## config.mk

```make
export PLATFORM = sky130hd
export DESIGN_NAME = shared_reg_arbiter
export DESIGN_NICKNAME = d
export VERILOG_FILES = /design/src/rtl/shared_reg_arbiter.sv
export SDC_FILE = /design/constraint.sdc
export NUM_CORES = 1
export LEC_CHECK = 0
export ABC_AREA = 1
export CORE_MARGIN = 2
export CORE_UTILIZATION = 44
export DETAILED_ROUTE_END_ITERATION = 7
export HOLD_SLACK_MARGIN = 0.08
export PLACE_DENSITY = 0.83
export SETUP_SLACK_MARGIN = 0.05
export SYNTH_ARGS = -nofsm -noshare
export SYNTH_HDL_FRONTEND = slang
export SYNTH_SLANG_ARGS = --single-unit
```

## constraint.sdc

```tcl
create_clock -name CLK -period 5.3 [get_ports CLK]
set_clock_uncertainty 0.2 [all_clocks]
set_input_delay 0.53 -clock CLK [delete_from_list [all_inputs] [get_ports CLK]]
set_output_delay 0.53 -clock CLK [all_outputs]
set_load 0.05 [all_outputs]
```

## src/rtl/shared_reg_arbiter.sv

```systemverilog
// -----------------------------------------------------------------------------
// shared_reg_arbiter
//
// Round-robin arbiter that owns one shared, clock-enabled storage register.
// Each requester writes the register through a four-phase REQ/GNT/ACK
// handshake: IDLE picks a winner, GRANT performs the single write, and
// RELEASE holds the grant until the winner drops its request.
//
// Ports:
//   CLK    in   1           clock, rising edge
//   RSTN   in   1           asynchronous active-low reset
//   REQ    in   NREQ        per-requester write request (level)
//   D      in   NREQ*WIDTH  write data, requester i at [i*WIDTH +: WIDTH]
//   GNT    out  NREQ        one-hot grant (registered)
//   ACK    out  1           one-cycle pulse after the register is written
//   OWNER  out  OW          index of the granted requester, 0 when idle
//   BUSY   out  1           high whenever the FSM is not in IDLE
//   Q      out  WIDTH       shared register value
//   QN     out  WIDTH       ~Q (combinational)
// -----------------------------------------------------------------------------
module shared_reg_arbiter #(
    parameter int                 NREQ          = 4,
    parameter int                 WIDTH         = 8,
    parameter logic [WIDTH-1:0]   INITIAL_VALUE = {WIDTH{1'b0}},
    localparam int                OW            = (NREQ > 1) ? $clog2(NREQ) : 1
) (
    input  logic                  CLK,
    input  logic                  RSTN,
    input  logic [NREQ-1:0]       REQ,
    input  logic [NREQ*WIDTH-1:0] D,
    output logic [NREQ-1:0]       GNT,
    output logic                  ACK,
    output logic [OW-1:0]         OWNER,
    output logic                  BUSY,
    output logic [WIDTH-1:0]      Q,
    output logic [WIDTH-1:0]      QN
);

    typedef enum logic [1:0] {
        ST_IDLE    = 2'b00,
        ST_GRANT   = 2'b01,
        ST_RELEASE = 2'b10
    } state_t;

    state_t            r_state;
    logic [NREQ-1:0]   r_gnt;
    logic [OW-1:0]     r_owner;
    logic              r_ack;
    logic              r_busy;
    logic [OW-1:0]     r_ptr;
    logic [WIDTH-1:0]  r_q;

    state_t            w_state_nxt;
    logic [NREQ-1:0]   w_gnt_nxt;
    logic [OW-1:0]     w_owner_nxt;
    logic              w_ack_nxt;
    logic [OW-1:0]     w_ptr_nxt;
    logic              w_ce;
    logic [OW-1:0]     w_win;
    logic [WIDTH-1:0]  w_wdata;
    logic              w_req_win;

    // Round-robin winner search: scan from the highest offset down so the
    // requester closest to r_ptr (lowest offset) is the last assignment.
    always_comb begin
        int         idx;
        logic [OW-1:0] idx_v;
        w_win = {OW{1'b0}};
        idx   = 0;
        idx_v = {OW{1'b0}};
        for (int k = NREQ - 1; k >= 0; k--) begin
            idx   = (int'(r_ptr) + k >= NREQ) ? (int'(r_ptr) + k - NREQ) : (int'(r_ptr) + k);
            idx_v = OW'(idx);
            if (REQ[idx_v]) begin
                w_win = idx_v;
            end else begin
                w_win = w_win;
            end
        end
    end

    // Request level and write data of the current owner.
    always_comb begin
        w_wdata   = {WIDTH{1'b0}};
        w_req_win = REQ[r_owner];
        for (int i = 0; i < NREQ; i++) begin
            if (r_owner == OW'(i)) begin
                w_wdata = D[i*WIDTH +: WIDTH];
            end else begin
                w_wdata = w_wdata;
            end
        end
    end

    // Next-state and registered-output logic of the handshake FSM.
    always_comb begin
        w_state_nxt = r_state;
        w_gnt_nxt   = r_gnt;
        w_owner_nxt = r_owner;
        w_ack_nxt   = 1'b0;
        w_ptr_nxt   = r_ptr;
        w_ce        = 1'b0;
        case (r_state)
            ST_IDLE: begin
                if (|REQ) begin
                    w_gnt_nxt   = {{(NREQ-1){1'b0}}, 1'b1} << w_win;
                    w_owner_nxt = w_win;
                    // Pointer advances at grant time, even if the grant is later aborted.
                    w_ptr_nxt   = (int'(w_win) == NREQ - 1) ? {OW{1'b0}} : (w_win + OW'(1));
                    w_state_nxt = ST_GRANT;
                end else begin
                    w_gnt_nxt   = {NREQ{1'b0}};
                    w_owner_nxt = {OW{1'b0}};
                end
            end
            ST_GRANT: begin
                if (w_req_win) begin
                    w_ce        = 1'b1;
                    w_ack_nxt   = 1'b1;
                    w_state_nxt = ST_RELEASE;
                end else begin
                    // Winner withdrew before the write: abort without touching Q.
                    w_gnt_nxt   = {NREQ{1'b0}};
                    w_owner_nxt = {OW{1'b0}};
                    w_state_nxt = ST_IDLE;
                end
            end
            ST_RELEASE: begin
                if (w_req_win) begin
                    w_state_nxt = ST_RELEASE;
                end else begin
                    w_gnt_nxt   = {NREQ{1'b0}};
                    w_owner_nxt = {OW{1'b0}};
                    w_state_nxt = ST_IDLE;
                end
            end
            default: begin
                w_gnt_nxt   = {NREQ{1'b0}};
                w_owner_nxt = {OW{1'b0}};
                w_state_nxt = ST_IDLE;
            end
        endcase
    end

    // State, handshake outputs and round-robin pointer.
    always_ff @(posedge CLK or negedge RSTN) begin
        if (!RSTN) begin
            r_state <= ST_IDLE;
            r_gnt   <= {NREQ{1'b0}};
            r_owner <= {OW{1'b0}};
            r_ack   <= 1'b0;
            r_busy  <= 1'b0;
            r_ptr   <= {OW{1'b0}};
        end else begin
            r_state <= w_state_nxt;
            r_gnt   <= w_gnt_nxt;
            r_owner <= w_owner_nxt;
            r_ack   <= w_ack_nxt;
            r_busy  <= (w_state_nxt != ST_IDLE);
            r_ptr   <= w_ptr_nxt;
        end
    end

    // Shared storage register; the only write path is the GRANT-cycle enable.
    always_ff @(posedge CLK or negedge RSTN) begin
        if (!RSTN) begin
            r_q <= INITIAL_VALUE;
        end else if (w_ce) begin
            r_q <= w_wdata;
        end else begin
            r_q <= r_q;
        end
    end

    assign GNT   = r_gnt;
    assign ACK   = r_ack;
    assign OWNER = r_owner;
    assign BUSY  = r_busy;
    assign Q     = r_q;
    assign QN    = ~r_q;

endmodule

```

# After elaboration in Yosys (flattened, before gate mapping)
# Cells that the tools add are included.
word_totals:
  inputBits: 38
  word_cells: 73
  output_inout_bits: 24
  regBits: 20
op_classes:
  shifts: 1
  mux: 34
  n_eq_ne: 7
  reduce_logical: 6
  add_sub_neg: 8
  order_cmp: 9
  bitwise: 1
op_table:
  columns: ["operator", "n"]
  rows:
  - ["2-to-1 mux 8 bit", 4]
  - ["2-to-1 mux 2 bit", 13]
  - ["less-than comparator 2 x 3 -> 1 bit (second input constant)", 5]
  - ["binary-select mux 1 bit (select 2 bit)", 5]
  - [">= comparator 3 bit (second input constant)", 3]
  - ["2-to-1 mux 4 bit", 2]
  - ["inverter 8 bit", 1]
  - ["case mux 2 bit (2 select lines)", 2]
  - ["case mux 4 bit (2 select lines)", 1]
  - ["subtractor 2 x 1 -> 2 bit (second input constant)", 4]
  - ["2-to-1 mux 1 bit", 7]
  - ["adder 2 x 2 -> 3 bit (second input constant)", 2]
  - ["== test 2 x 1 -> 1 bit (second input constant)", 3]
  - ["== test 2 bit (second input constant)", 3]
  - ["logical NOT 2 bit", 2]
  - ["OR reduction 4 bit", 1]
  - ["<< shifter 1 x 2 -> 4 bit (first input constant)", 1]
  - ["adder 2 x 1 -> 3 bit (second input constant)", 1]
  - [">= comparator 2 x 3 -> 1 bit (second input constant)", 1]
  - ["adder 2 x 1 -> 2 bit (second input constant)", 1]
  - ["inequality test 2 bit (second input constant)", 1]
  - ["AND reduction 2 bit", 1]
  - ["nonzero test 2 bit", 1]
  - ["OR reduction 2 bit", 1]

# Longest topological paths before layout
# Gate-level depths: netlist of run 1.
depth:
  depth_word: 12
  mapped_depth: 12

# Worst setup path before layout of run 1
# No wires, ideal clock.
synth_path:
  path_type: "register to register"
  from: "register r_owner[1] (netlist: OWNER[1])"
  to: "register r_q[0] (netlist: Q[0])"
  path_stages_with_launch: 7
  arrival_ns: 1.570
  setup_time_ns: 0.144
  setup_slack_ns: 3.387
  synth_period_minus_slack_ns: 1.913
  required_ns: 4.956
  path_cell_list: "dfrtp_1 inv_1 nor2_4 a21oi_2 a21boi_4 buf_6 o21ai_0"
synth_between:
  word_cells_on_any_way: 12
  cone_classes: "3 x eq/ne; 8 x mux; 1 x reduce/logical"
synth_rtl:
  columns: ["element", "line", "rtl"]
  rows:
  - ["from (decl)", "47", "logic [OW-1:0] r_owner;"]
  - ["from (signal assigned)", "150", "r_owner <= {OW{1'b0}};"]
  - ["from (signal assigned)", "157", "r_owner <= w_owner_nxt;"]
  - ["binary-select mux 1 bit (select 2 bit)", "85", "w_req_win = REQ[r_owner];"]
  - ["2-to-1 mux 1 bit (not written as such)", "85", null]
  - ["2-to-1 mux 1 bit (2 in series)", null, null]
  - ["via w_ack_nxt", "56", "logic w_ack_nxt;"]
  - ["to (signal assigned)", "169", "r_q <= w_wdata;"]
  - ["to (signal assigned)", "171", "r_q <= r_q;"]
  - ["to (decl)", "51", "logic [WIDTH-1:0] r_q;"]
# The timed path passes the listed nets, and every way through them passes these cells. The select of a mux whose other input is x is not followed.
# A chain may end at the register's enable or synchronous reset.

# Worst setup path after layout of run 1
layout_path:
  from: "register r_owner[0] (netlist: OWNER[0])"
  to: "output port OWNER[0]"
layout_rtl:
  columns: ["element", "line", "rtl"]
  rows:
  - ["to (decl)", "33", "output logic [OW-1:0] OWNER,"]
# No word-level cell between the ends.

==> metrics.txt, run 1 <==
Yosys top cell area share=38.54%; CTS tree=built; via count=1367; Syn Inst Count=184; Die Area=3402 um2; fmax=0.4157 GHz; DRC violations left=0; port bufs=61; WP data required=4.57 ns; Setup crit start kind=flip-flop; CTS H-tree depth=1; synth warn=0; switch share=53.90%; Synth Register Bits=20; # diodes=0; DRT Pass-1 Iters=5; vias per std cell=4.917; Core ar.=2781 um2; Tcrit/Tclk final=45.39%; area grow syn2layout=52.79%; Crit Path Category=flip-flop to output port; Tmin final=2.406 ns; num rows=19; final count of hold timing violations=0; number of global-route vias before repair=1199; die height=58.33 um; Detailed Route Iter0 Violations=49; first-pass GRT wire length=5.451 mm; status=finished, final reports clean; Post-DRT Antenna Nets=0; CTS root buf=clkbuf_4; leakage power=0.9675 nW; sequential area share after synthesis=38.54%; Final Setup Violations=0; Die Wd=58.33 um; clock latency on the worst-skew pair=0.30 ns; routed wire length=3.483 mm; Peak VDD IR=0.4230 mV; GPL Wtd Cong=0.8063; num ports=62; final net count=293; Hold Buf Count CTS=0; RSZ-0062 raised after global routing=false; share of layout cells above drive strength 1=5.263%; routed wl met3=399 um; DP Wirelength=2.693 mm; worst path bufs/invs=1; worst hold path type=flip-flop to flip-flop; Slew HR=39.53%; max incr delay on CP=0.86 ns; Worst Max-Slew Pin Slew=0.9042 ns; Setup crit end kind=output port; largest area contributor in the netlist=dfrtp_1; Initial Utilization=46.69%; Pwr Density=633.6 nW/um2; synth top area cells=dfrtp_1, nand2_1, inv_1, ha_1, nand4_1; Hold Slack=0.2932 ns; worst-path maximum fanout=6; slowest stage cell, crit path=clkdlybuf4s50_1; family with the most delay on the worst path=buffers and inverters; Switch Pwr=0.0006777 W; Int Pwr=0.0005796 W; fill cell count=230; total grt overflow=0; Flop pwr share=21.6%; arrival time worst endpoint=1.68 ns; clock share of power=10.0%; Clock Sink Count=20; met2 routed wirelength=1.534 mm; Max-Cap Viols=0; WL met1=1.550 mm; DR top layer=met3; CTS resizes=0; Syn Area/Cell=7.058 um2; WL/cell=12.53 um; cts bufs inserted=3; Post-Syn Area=1299 um2; GR Util All Layers=20.77%; largest net degree at the start of global routing=21; initial antenna violation count=0; cells along the critical path=clkdlybuf4s50_1; setup bufs post-CTS=0; Max Root-Sink Buffers=2; Comb pwr share=68.4%; clk slew on worst S/H paths=0.12 ns; syn nets=229; Core Util, Final=71.35%; fin. max-slew vios=0; Fin Setup TNS=0 ns; post-synthesis cell type count=19
[synth_stat cells, drive strengths merged]
cell    instances
inv            26
nor2            5
o21ai          11
a21boi          1
and2            1
a21oi           5
dfrtp          20
nand3          10
nand2          86
nand4          10
ha              7
buf             2
[per-layer routing]
metal	track usage, %	up-vias
li1	-	705
met1	26.81	593
met2	35.31	69
met3	6.154	0
met4	2.990	0
met5	0	-
[cell usage in the layout (no fill, tap or decap)]
master and count:
a21oi_4 1, nor2_2 1, nand2_2 2, nor2_4 1
nand2_1 84, nor2_1 3, o21ai_0 10, clkdlybuf4s50_1 61
a21oi_2 2, clkbuf_4 3, o21ai_2 1, and2_1 1
inv_1 26, dfrtp_1 20, nand3_1 10, a21boi_4 1
ha_1 7, bufinv_16 1, nand4_1 10, a21oi_1 2
[sequential cells by signal, indices dropped and copies added, names as in the netlist]
| name | flops |
|---|---|
| r_state | 2 |
| OWNER | 2 |
| ACK | 1 |
| r_ptr | 2 |
| BUSY | 1 |
| Q | 8 |
| GNT | 4 |
[path summary, 6_finish.rpt]
check | endpoint | slack [ns] | depth (start not counted) | startpoint
worst min register to register | GNT[0]$_DFFE_PN0P_ | 0.29 | 2 | GNT[0]$_DFFE_PN0P_
min in group asynchronous | r_ptr[1]$_DFFE_PN0P_ | 0.52 | 1 | RSTN
max in group asynchronous | ACK$_DFF_PN0_ | 3.82 | 1 | RSTN
worst min-delay path | GNT[0]$_DFFE_PN0P_ | 0.29 | 2 | GNT[0]$_DFFE_PN0P_
worst max-delay path | OWNER[0] | 2.89 | 1 | OWNER[0]$_DFFE_PN0P_
worst max register to register | GNT[2]$_DFFE_PN0P_ | 3.24 | 12 | r_ptr[0]$_DFFE_PN0P_
[stage by stage]
step                      power [W]  cell area, um2  setup WS (ns)  std cells
after floorplan           0.0008747            1299          3.387        184
after global placement     0.001126            1932          2.881        274
after detailed placement   0.001139            1932          2.839        274
after CTS                  0.001267            1984          2.880        278
after global routing       0.001354            1984          2.821        278
final                      0.001257            1984          2.894        278
[power groups by stage]
stage | clock [W] | combinational [W] | sequential, W
6_report | 0.000125 | 0.000860 | 0.000272
5_1_grt | 0.000136 | 0.000935 | 0.000283
4_1_cts | 0.000128 | 0.000868 | 0.000271
3_5_place_dp | 0 | 0.000865 | 0.000274
3_3_place_gp | 0 | 0.000853 | 0.000273
2_1_floorplan | 0 | 0.000443 | 0.000431
[final cells by class]
class	count	area (um2)	share of cell area, %
Clock buffer	3	22.52	1.135
Clock inverter	1	30.03	1.513
Inverter	26	97.59	4.918
Multi-Input combinational cell	136	684.4	34.49
Sequential cell	20	500.5	25.22
Tap cell	31	38.79	1.955
Timing Repair Buffer	61	610.6	30.77
[cells by family after synthesis]
| logic type | count (synthesis) | synth area share (%) |
|---|---|---|
| flip-flops | 20 | 38.54 |
| AO/OA/AOI/OAI | 17 | 9.346 |
| buffers and inverters | 28 | 8.766 |
| AND/OR/NAND/NOR | 112 | 36.61 |
| adder cells (fa/ha/maj) | 7 | 6.743 |
Power figures use the tool's default switching activity.
==> run 2: changes to the inputs <==
CORE_UTILIZATION = 41   (was 44)
PLACE_DENSITY = 0.78   (was 0.83)
clock period = 2.3 ns   (was 5.3 ns; I/O delays follow)
==> run 2 against run 1 <==
Sequential share of layout area decreased by 0.47 points; non-clock buffer count grew 3; critical path depth stayed put; worst setup slack got worse by 2.7 ns; total power up 130%; critical endpoint unchanged; largest power group unchanged.
==> metrics.txt, run 2 (same netlist as run 1, synthesis figures left out) <==
status=finished, final reports clean; commonest cells after routing, fill and taps aside=nand2_1, clkdlybuf4s50_1, inv_1; Die Area=3634 um2; Peak VDD IR=0.8828 mV; Tmin final=2.123 ns; total power=0.002920 W; clk slew on worst S/H paths=0.11 ns; arrival time worst endpoint=1.69 ns; final net count=296; GPL Wtd Cong=0.8643; WL/cell=11.89 um; max incr delay on CP=0.87 ns; Max-Cap Viols=0; routed wire length=3.495 mm; Final Setup Violations=0; DRT Pass-1 Iters=4; Setup crit end kind=output port; largest net degree at the start of global routing=19; # diodes=0; num ports=62; CTS tree=built; slowest stage cell, crit path=clkdlybuf4s50_1; max FFs per register=8; family with the most delay on the worst path=buffers and inverters; total grt overflow=0; WP data required=1.87 ns; DP Wirelength=2.715 mm; placed inst area=1963 um2; Tcrit/Tclk final=92.31%; via count=1399; Setup crit start kind=flip-flop; Core ar.=3028 um2; number of global-route vias before repair=1318; Crit Path Category=flip-flop to output port; Fin Setup TNS=0 ns; leakage power=0.9800 nW; worst path bufs/invs=1; RSZ-0062 raised after global routing=false; Slew HR=65.85%; Die Wd=60.28 um; Pwr Density=1440 nW/um2; GR Util All Layers=19.84%; area grow syn2layout=56.07%; fmax=0.4710 GHz; fill cell count=285; cells along the critical path=clkdlybuf4s50_1; Worst Max-Slew Pin Slew=0.5106 ns; worst hold path type=flip-flop to flip-flop; fin worst setup slack=0.1769 ns; worst-path maximum fanout=6; cts bufs inserted=3; die height=60.28 um; Detailed Route Iter0 Violations=39; CTS H-tree depth=1; vias per std cell=4.759; final count of hold timing violations=0; CTS root buf=clkbuf_4; most common cell after layout, fill and taps aside=nand2_1; Initial Utilization=42.89%; initial antenna violation count=0; Clock Sink Count=20; Post-DRT Antenna Nets=0; DRC violations left=0; port bufs=61; Worst Setup Slack post-DPL=0.1521 ns; Max Root-Sink Buffers=2; clock latency on the worst-skew pair=0.31 ns; Final Cell Area=2027 um2; first-pass GRT wire length=5.375 mm; share of layout cells above drive strength 1=6.400%; num rows=20; fin. max-slew vios=0
==> run 2: what timing repair did <==
| action | in CTS | in global routing |
|---|---|---|
| hold buffers | 1 | 0 |
| buffers inserted | 0 | 0 |
| setup endpoints to repair | 0 | 1 |
| hold endpoints to repair | 2 | 0 |
| gates resized for setup | 0 | 1 |
==> run 2: final cells by class <==
cell class	count	area (um2)	share of cell area (%)
clock buffer	3	22.52	1.111
clock inverter	1	30.03	1.481
inverter	26	97.59	4.815
multi-input combinational	136	684.4	33.77
sequential	20	501.7	24.75
tap	44	55.05	2.716
timing repair buffer	64	635.6	31.36
==> run 2: final timing paths <==
path                                      start  cells past startpoint  slack [ns]              endpoint
max                        OWNER[0]$_DFFE_PN0P_                      1        0.18              OWNER[0]
min                          GNT[3]$_DFFE_PN0P_                      2        0.30    GNT[3]$_DFFE_PN0P_
max reg2reg                r_ptr[0]$_DFFE_PN0P_                     11        0.34  r_ptr[1]$_DFFE_PN0P_
min reg2reg                  GNT[3]$_DFFE_PN0P_                      2        0.30    GNT[3]$_DFFE_PN0P_
max in group asynchronous                  RSTN                      3        1.01  r_ptr[0]$_DFFE_PN0P_
min in group asynchronous                  RSTN                      2        0.44         ACK$_DFF_PN0_
==> run 2: layer usage <==
| layer | vias to the layer above | global-route usage, % | share of wire [%] | wire length (um) |
|---|---|---|---|---|
| li1 | 710 | - | - | - |
| met1 | 617 | 21.79 | 40 | 1386 |
| met2 | 61 | 36.80 | 47 | 1648 |
| met3 | 11 | 3.896 | 11 | 386 |
| met4 | 0 | 7.937 | 2.1 | 73 |
| met5 | - | 0 | 0 | 0 |
==> run 2: stage by stage <==
stage               utilization, %  cells  hold slack (ns)
detailed placement           64.83    289           0.2145
finish                       66.94    294           0.2994
floorplan                        -    184          -0.2656
CTS                          66.90    294           0.3015
global placement             64.83    289           0.2150
global route                 66.94    294           0.3262
==> run 2: power breakdown <==
group	switching (W)	internal [W]
Combinational	0.00133	0.000669
Clock	0.000113	0.000176
Sequential	0.000120	0.000506
Total	0.00157	0.00135
